===== config.mk =====
export PLATFORM = sky130hd
export DESIGN_NAME = online_mult_seq
export DESIGN_NICKNAME = d
export VERILOG_FILES = /design/src/rtl/online_mult_seq_pkg.sv /design/src/rtl/sd_prefix_reg.sv /design/src/rtl/online_mult_seq.sv
export SDC_FILE = /design/constraint.sdc
export NUM_CORES = 1
export LEC_CHECK = 0
export CAP_MARGIN = 20
export CORE_MARGIN = 2
export CORE_UTILIZATION = 55
export DETAILED_ROUTE_END_ITERATION = 10
export DONT_BUFFER_PORTS = 1
export PLACE_DENSITY = 0.7
export SETUP_SLACK_MARGIN = 0.05
export SYNTH_ARGS = -nofsm -noshare
export SYNTH_HDL_FRONTEND = slang
export SYNTH_HIERARCHICAL = 1
export SYNTH_SLANG_ARGS = --single-unit
export TNS_END_PERCENT = 10

===== constraint.sdc =====
create_clock -name clk -period 5.3 [get_ports clk]
set_input_delay 0.795 -clock clk [delete_from_list [all_inputs] [get_ports clk]]
set_output_delay 0.795 -clock clk [all_outputs]
set_load 0.01 [all_outputs]

===== src/rtl/online_mult_seq_pkg.sv =====
// Shared encodings for the online multiplier sequencer: slice STATE values,
// signed-digit codes and digit canonicalisation.
package online_mult_seq_pkg;

  typedef enum logic [1:0] {
    ST_IDLE    = 2'b00,
    ST_INIT    = 2'b01,
    ST_COMPUTE = 2'b10,
    ST_DRAIN   = 2'b11
  } state_t;

  localparam logic [1:0] DIG_POS  = 2'b10;
  localparam logic [1:0] DIG_NEG  = 2'b01;
  localparam logic [1:0] DIG_ZERO = 2'b00;

  // The unused code 11 carries no meaning, so it collapses to zero.
  function automatic logic [1:0] canon_digit(input logic [1:0] d);
    return (d == 2'b11) ? DIG_ZERO : d;
  endfunction

endpackage


===== src/rtl/sd_prefix_reg.sv =====
// Accumulates a stream of signed digits, MSB first, into an MSB-aligned
// plus/minus prefix. clr restarts at the MSB position; en consumes one digit.
module sd_prefix_reg
  import online_mult_seq_pkg::*;
#(
  parameter int NUM_BITS = 4
) (
  input  logic                clk,
  input  logic                rst,
  input  logic                clr,
  input  logic                en,
  input  logic [1:0]          digit,
  output logic [NUM_BITS-1:0] pre_plus,
  output logic [NUM_BITS-1:0] pre_minus
);

  logic [NUM_BITS-1:0] pos;
  logic [1:0]          dig_c;

  assign dig_c = canon_digit(digit);

  // pos is a one-hot write position walking from MSB to LSB; once it has
  // shifted out, further digits have nowhere to land and are dropped.
  always_ff @(posedge clk or posedge rst) begin
    if (rst) begin
      pos       <= '0;
      pre_plus  <= '0;
      pre_minus <= '0;
    end else if (clr) begin
      pos       <= {1'b1, {(NUM_BITS-1){1'b0}}};
      pre_plus  <= '0;
      pre_minus <= '0;
    end else if (en) begin
      if (dig_c == DIG_POS) pre_plus  <= pre_plus | pos;
      if (dig_c == DIG_NEG) pre_minus <= pre_minus | pos;
      pos <= pos >> 1;
    end
  end

endmodule


===== src/rtl/online_mult_seq.sv =====
// Sequencer for one MSB-first online signed-digit multiplication driving two
// digit-vector multiplier slices: digit selects, prefix vectors and STATE.
module online_mult_seq
  import online_mult_seq_pkg::*;
#(
  parameter int NUM_BITS     = 4,
  parameter int ONLINE_DELAY = 2
) (
  input  logic                clk,
  input  logic                rst,
  input  logic                start,
  input  logic [NUM_BITS-1:0] x_plus,
  input  logic [NUM_BITS-1:0] x_minus,
  input  logic [NUM_BITS-1:0] y_plus,
  input  logic [NUM_BITS-1:0] y_minus,
  output logic                busy,
  output logic                done,
  output logic [1:0]          state_out,
  output logic [1:0]          x_sel,
  output logic [1:0]          y_sel,
  output logic [NUM_BITS-1:0] xv_plus,
  output logic [NUM_BITS-1:0] xv_minus,
  output logic [NUM_BITS-1:0] yv_plus,
  output logic [NUM_BITS-1:0] yv_minus,
  output logic                step_valid,
  output logic                out_phase
);

  localparam int CNT_W = $clog2(NUM_BITS + ONLINE_DELAY + 1);
  localparam logic [CNT_W-1:0] LAST_ITER  = CNT_W'(NUM_BITS + ONLINE_DELAY - 1);
  localparam logic [CNT_W-1:0] DELAY_ITER = CNT_W'(ONLINE_DELAY);

  state_t              state;
  logic [CNT_W-1:0]    iter;
  logic [NUM_BITS-1:0] x_sh_p, x_sh_m, y_sh_p, y_sh_m;
  logic [NUM_BITS-1:0] x_can_p, x_can_m, y_can_p, y_can_m;
  logic [1:0]          y_sel_d;
  logic                accept;
  logic                active;

  // Handshake: start is accepted in any cycle with busy=0 (including the
  // done cycle) and ignored while busy=1; operands are sampled only then.
  assign accept = start && (state == ST_IDLE);
  assign active = (state == ST_INIT) || (state == ST_COMPUTE);
  assign busy      = (state != ST_IDLE);
  assign state_out = state;

  // Bitwise form of canon_digit applied across the whole operand.
  assign x_can_p = x_plus  & ~x_minus;
  assign x_can_m = x_minus & ~x_plus;
  assign y_can_p = y_plus  & ~y_minus;
  assign y_can_m = y_minus & ~y_plus;

  always_ff @(posedge clk or posedge rst) begin
    if (rst) begin
      state      <= ST_IDLE;
      iter       <= '0;
      x_sh_p     <= '0;
      x_sh_m     <= '0;
      y_sh_p     <= '0;
      y_sh_m     <= '0;
      x_sel      <= DIG_ZERO;
      y_sel      <= DIG_ZERO;
      y_sel_d    <= DIG_ZERO;
      step_valid <= 1'b0;
      out_phase  <= 1'b0;
      done       <= 1'b0;
    end else begin
      // The slices register their select, so results trail the select by one.
      y_sel_d    <= y_sel;
      step_valid <= active;
      out_phase  <= active && (iter >= DELAY_ITER);
      done       <= 1'b0;
      case (state)
        ST_IDLE: begin
          if (start) begin
            state  <= ST_INIT;
            iter   <= '0;
            x_sel  <= {x_can_p[NUM_BITS-1], x_can_m[NUM_BITS-1]};
            y_sel  <= {y_can_p[NUM_BITS-1], y_can_m[NUM_BITS-1]};
            x_sh_p <= x_can_p << 1;
            x_sh_m <= x_can_m << 1;
            y_sh_p <= y_can_p << 1;
            y_sh_m <= y_can_m << 1;
          end
        end
        ST_INIT, ST_COMPUTE: begin
          if (iter == LAST_ITER) begin
            state <= ST_DRAIN;
            x_sel <= DIG_ZERO;
            y_sel <= DIG_ZERO;
          end else begin
            iter   <= iter + 1'b1;
            state  <= (iter + 1'b1 < DELAY_ITER) ? ST_INIT : ST_COMPUTE;
            x_sel  <= {x_sh_p[NUM_BITS-1], x_sh_m[NUM_BITS-1]};
            y_sel  <= {y_sh_p[NUM_BITS-1], y_sh_m[NUM_BITS-1]};
            x_sh_p <= x_sh_p << 1;
            x_sh_m <= x_sh_m << 1;
            y_sh_p <= y_sh_p << 1;
            y_sh_m <= y_sh_m << 1;
          end
        end
        ST_DRAIN: begin
          state <= ST_IDLE;
          iter  <= '0;
          done  <= 1'b1;
        end
        default: state <= ST_IDLE;
      endcase
    end
  end

  sd_prefix_reg #(.NUM_BITS(NUM_BITS)) u_x_prefix (
    .clk       (clk),
    .rst       (rst),
    .clr       (accept),
    .en        (active),
    .digit     (x_sel),
    .pre_plus  (xv_plus),
    .pre_minus (xv_minus)
  );

  // Y lags X by one digit so a step forms x_i*Y[i-1] + y_i*X[i].
  sd_prefix_reg #(.NUM_BITS(NUM_BITS)) u_y_prefix (
    .clk       (clk),
    .rst       (rst),
    .clr       (accept),
    .en        (step_valid),
    .digit     (y_sel_d),
    .pre_plus  (yv_plus),
    .pre_minus (yv_minus)
  );

endmodule


==> flow_summary_export.csv <==
group,metric,value,unit
cells_and_area,drive_above_1_share,7.547,%
global_routing,grt_pass1_wl,6.686,mm
floorplanning,die-area,0.004705,sq mm
clock_network,clk_latency,0.30,ns
cells_and_area,syn_to_final_growth,3.162,%
setup_path,crit_type,"register to register",
yosys,avgSynthCellArea,10.72,sq um
run,maxCapViolations,0,
drt,drt_wl_total,4.102,mm
global_routing,grt_max_degree,35,
yosys,synth_edf_count,0,
drt,ant_nets,0,
sta,finalSetupTns,0,ns
clock_network,tritoncts,"done",
cells_and_area,multi_input_area,850.8,sq um
floorplanning,pin_count,45,
drt,viasPerCell,5.672,
sta,finClkSkew,0.005198,ns
place,place_ws,3.057,ns
floorplanning,start_util,57.37,%
yosys,synth_nets,238,
yosys,synthArstFlopShare,100.0,%
yosys,synth-seq-cells,50,
clock_network,cts-root-buf,"clkbuf_8",
cells_and_area,fill_cells,352,
setup_path,cp.required,5.48,ns
setup_path,worstReg2RegStart,"state_out[1]$_DFFE_PP0P_",
drt,dr.pass1.iters,4,
global_routing,overflow,0,
clock_network,cts_resized,0,
sta,setup_viol,0,
hold_path,hp-class,"input port to async pin",
cells_and_area,ff_latch_area,0.001251,sq mm
global_routing,track_usage,19.64,%
cells_and_area,finalCoreUtilization,59.18,%
yosys,synth_cells,214,
yosys,yosysSeqAreaShare,54.53,%
power_and_ir_drop,p_per_area,655.3,mW/mm^2
clock_network,cts_buffer_depth,2,
global_routing,grt_pass1_vias,1493,
clock_network,cts_buffers,5,
cells_and_area,diodes,0,
drt,wl_per_cell,15.66,microns
sta,clock.fmax,443.9,MHz
floorplanning,dieHeight,68.59,microns
yosys,yosys-top-cells-area,"dfrtp_1, a21oi_1, inv_1",
clock_network,post_cts_buffers,0,
sta,maxSlewViolCount,0,
setup_path,cp-end-kind,"register",
sta,fin_crit_sh,42.51,%
sta,min_period,2.253,ns
yosys,synth.top_cells.by_count,"dfrtp_1, inv_1, a21oi_1",
setup_path,start_kind,"register",
floorplanning,core,0.004000,sq mm
clock_network,clock_sinks,50,
yosys,synth_area,0.002295,sq mm
clock_network,h-tree-depth,2,
yosys,ys.warnings.count,6,
drt,via_count,1486,
cells_and_area,final_nets,236,
yosys,synthFlopType,"dfrtp_1",
drt,drc,0,
sta,slew_headroom,35.76,%
yosys,synth_cell_types,31,
yosys,yosysTopAreaCell,"dfrtp_1",
clock_network,postCtsHoldBufs,0,
sta,hold_viol,0,
setup_path,cp.arrival,2.43,ns
place,gp_congestion,0.8371,
global_routing,antenna_found_initial,0,
power_and_ir_drop,vdd_drop_max,0.2652,mV
place,port_buffers,0,
place,hpwl,3.000,mm
setup_path,cp-startpoint,"state_out[1]$_DFFE_PP0P_",
floorplanning,rows,23,
power_and_ir_drop,p_leak,1.124,nW
sta,tightest_slew,0.9625,ns
clock_network,cts.reportedPaths.clkPinSlew,0.09,ns
yosys,synth.top_cell.area_share,54.53,%
setup_path,cp_max_fo,34,
yosys,yosys.cell_count.top_type,"dfrtp_1",
sta,rsz0062_at_grt,"no",
sta,layout_setup_ws,3.047,ns
drt,first_iter_violations,78,
floorplanning,die_w,68.59,microns
status,outcome,"completed",
-- critical path: stages, from the launching register on --
cell      delay (ns)
dfrtp_1         0.46
inv_1           0.09
ha_1            0.33
buf_4           0.35
a21boi_1        0.54
a21boi_0        0.25
o22ai_1         0.10
-- metal layers --
metal	up-vias	GRT usage, %	wire length [microns]
li1	721	-	-
met1	719	23.13	1778
met2	44	32.93	2018
met3	2	5.195	284
met4	0	10.00	21
met5	-	0	0
-- state kept, by name, summed over array words and instances, names as in the netlist --
name                  cells
done                      1
iter                      3
out_phase                 1
state_out                 2
step_valid                1
u_x_prefix/pos            4
u_x_prefix/pre_minus      4
u_x_prefix/pre_plus       4
u_y_prefix/pos            4
u_y_prefix/pre_minus      4
u_y_prefix/pre_plus       4
x_sel                     2
x_sh_m                    3
x_sh_p                    3
y_sel                     2
y_sel_d                   2
y_sh_m                    3
y_sh_p                    3
-- cells by family (layout without fill, tap and decap cells) --
family	after synthesis	in the layout	synth area share, %
flip-flops	50	50	54.53
multiplexers	11	11	5.889
XOR/XNOR	1	1	0.3817
AO/OA/AOI/OAI	57	57	15.76
buffers and inverters	41	39	8.396
AND/OR/NAND/NOR	49	49	12.32
adder cells (fa/ha/maj)	5	5	2.726
-- power breakdown --
group	leakage (nW)	switching, mW	internal, mW
sequential	0.650	0.168	0.542
combinational	0.430	0.347	0.287
clock	0.0438	0.118	0.0888
-- cell usage in the layout, fill, tap and decap left out, types with 3 or more instances in the layout --
master and n:
dfrtp_1 50, inv_1 31, a21oi_1 24, nor2_1 17, o22ai_1 14, nand2b_1 7, nor3b_1 6, mux2i_1 6
mux2_4 5, a32o_1 5, ha_1 5, clkbuf_8 5, a22o_1 4, nand2_1 4, nand4b_1 4, nand3_1 3
o21ai_0 3
-- stage by stage --
step / instance area (sq um) / instances / hold WS (ns) / power, mW
6_report: 2367 / 262 / 0.3708 / 1.551
5_1_grt: 2367 / 262 / 0.3977 / 1.674
4_1_cts: 2367 / 262 / 0.3811 / 1.561
3_5_place_dp: 2288 / 255 / 0.4886 / 1.354
3_3_place_gp: 2288 / 255 / 0.4763 / 1.309
2_1_floorplan: 2295 / 214 / 0.4351 / 1.271
-- layout make-up --
cell class | count | share of cell area, %
Clock buffer | 5 | 2.907
Clock inverter | 2 | 0.4228
Inverter | 31 | 4.915
Multi-Input combinational cell | 123 | 35.94
Sequential cell | 50 | 52.85
Tap cell | 50 | 2.643
Timing Repair Buffer | 1 | 0.3171
-- worst paths after layout --
check                      slack [ns]  cells past startpoint                                  end
setup / recovery                 3.05                      6             state_out[0]$_DFFE_PP0P_
hold / removal                   0.37                      1  u_y_prefix/pre_minus[0]$_DFFE_PP0P_
setup reg to reg                 3.05                      6             state_out[0]$_DFFE_PP0P_
hold reg to reg                  0.50                      0                 y_sel_d[1]$_DFF_PP0_
max in group asynchronous        4.11                      1                x_sh_m[1]$_DFFE_PP0P_
min in group clk                 0.50                      0                 y_sel_d[1]$_DFF_PP0_
Power figures use the tool's default switching activity.
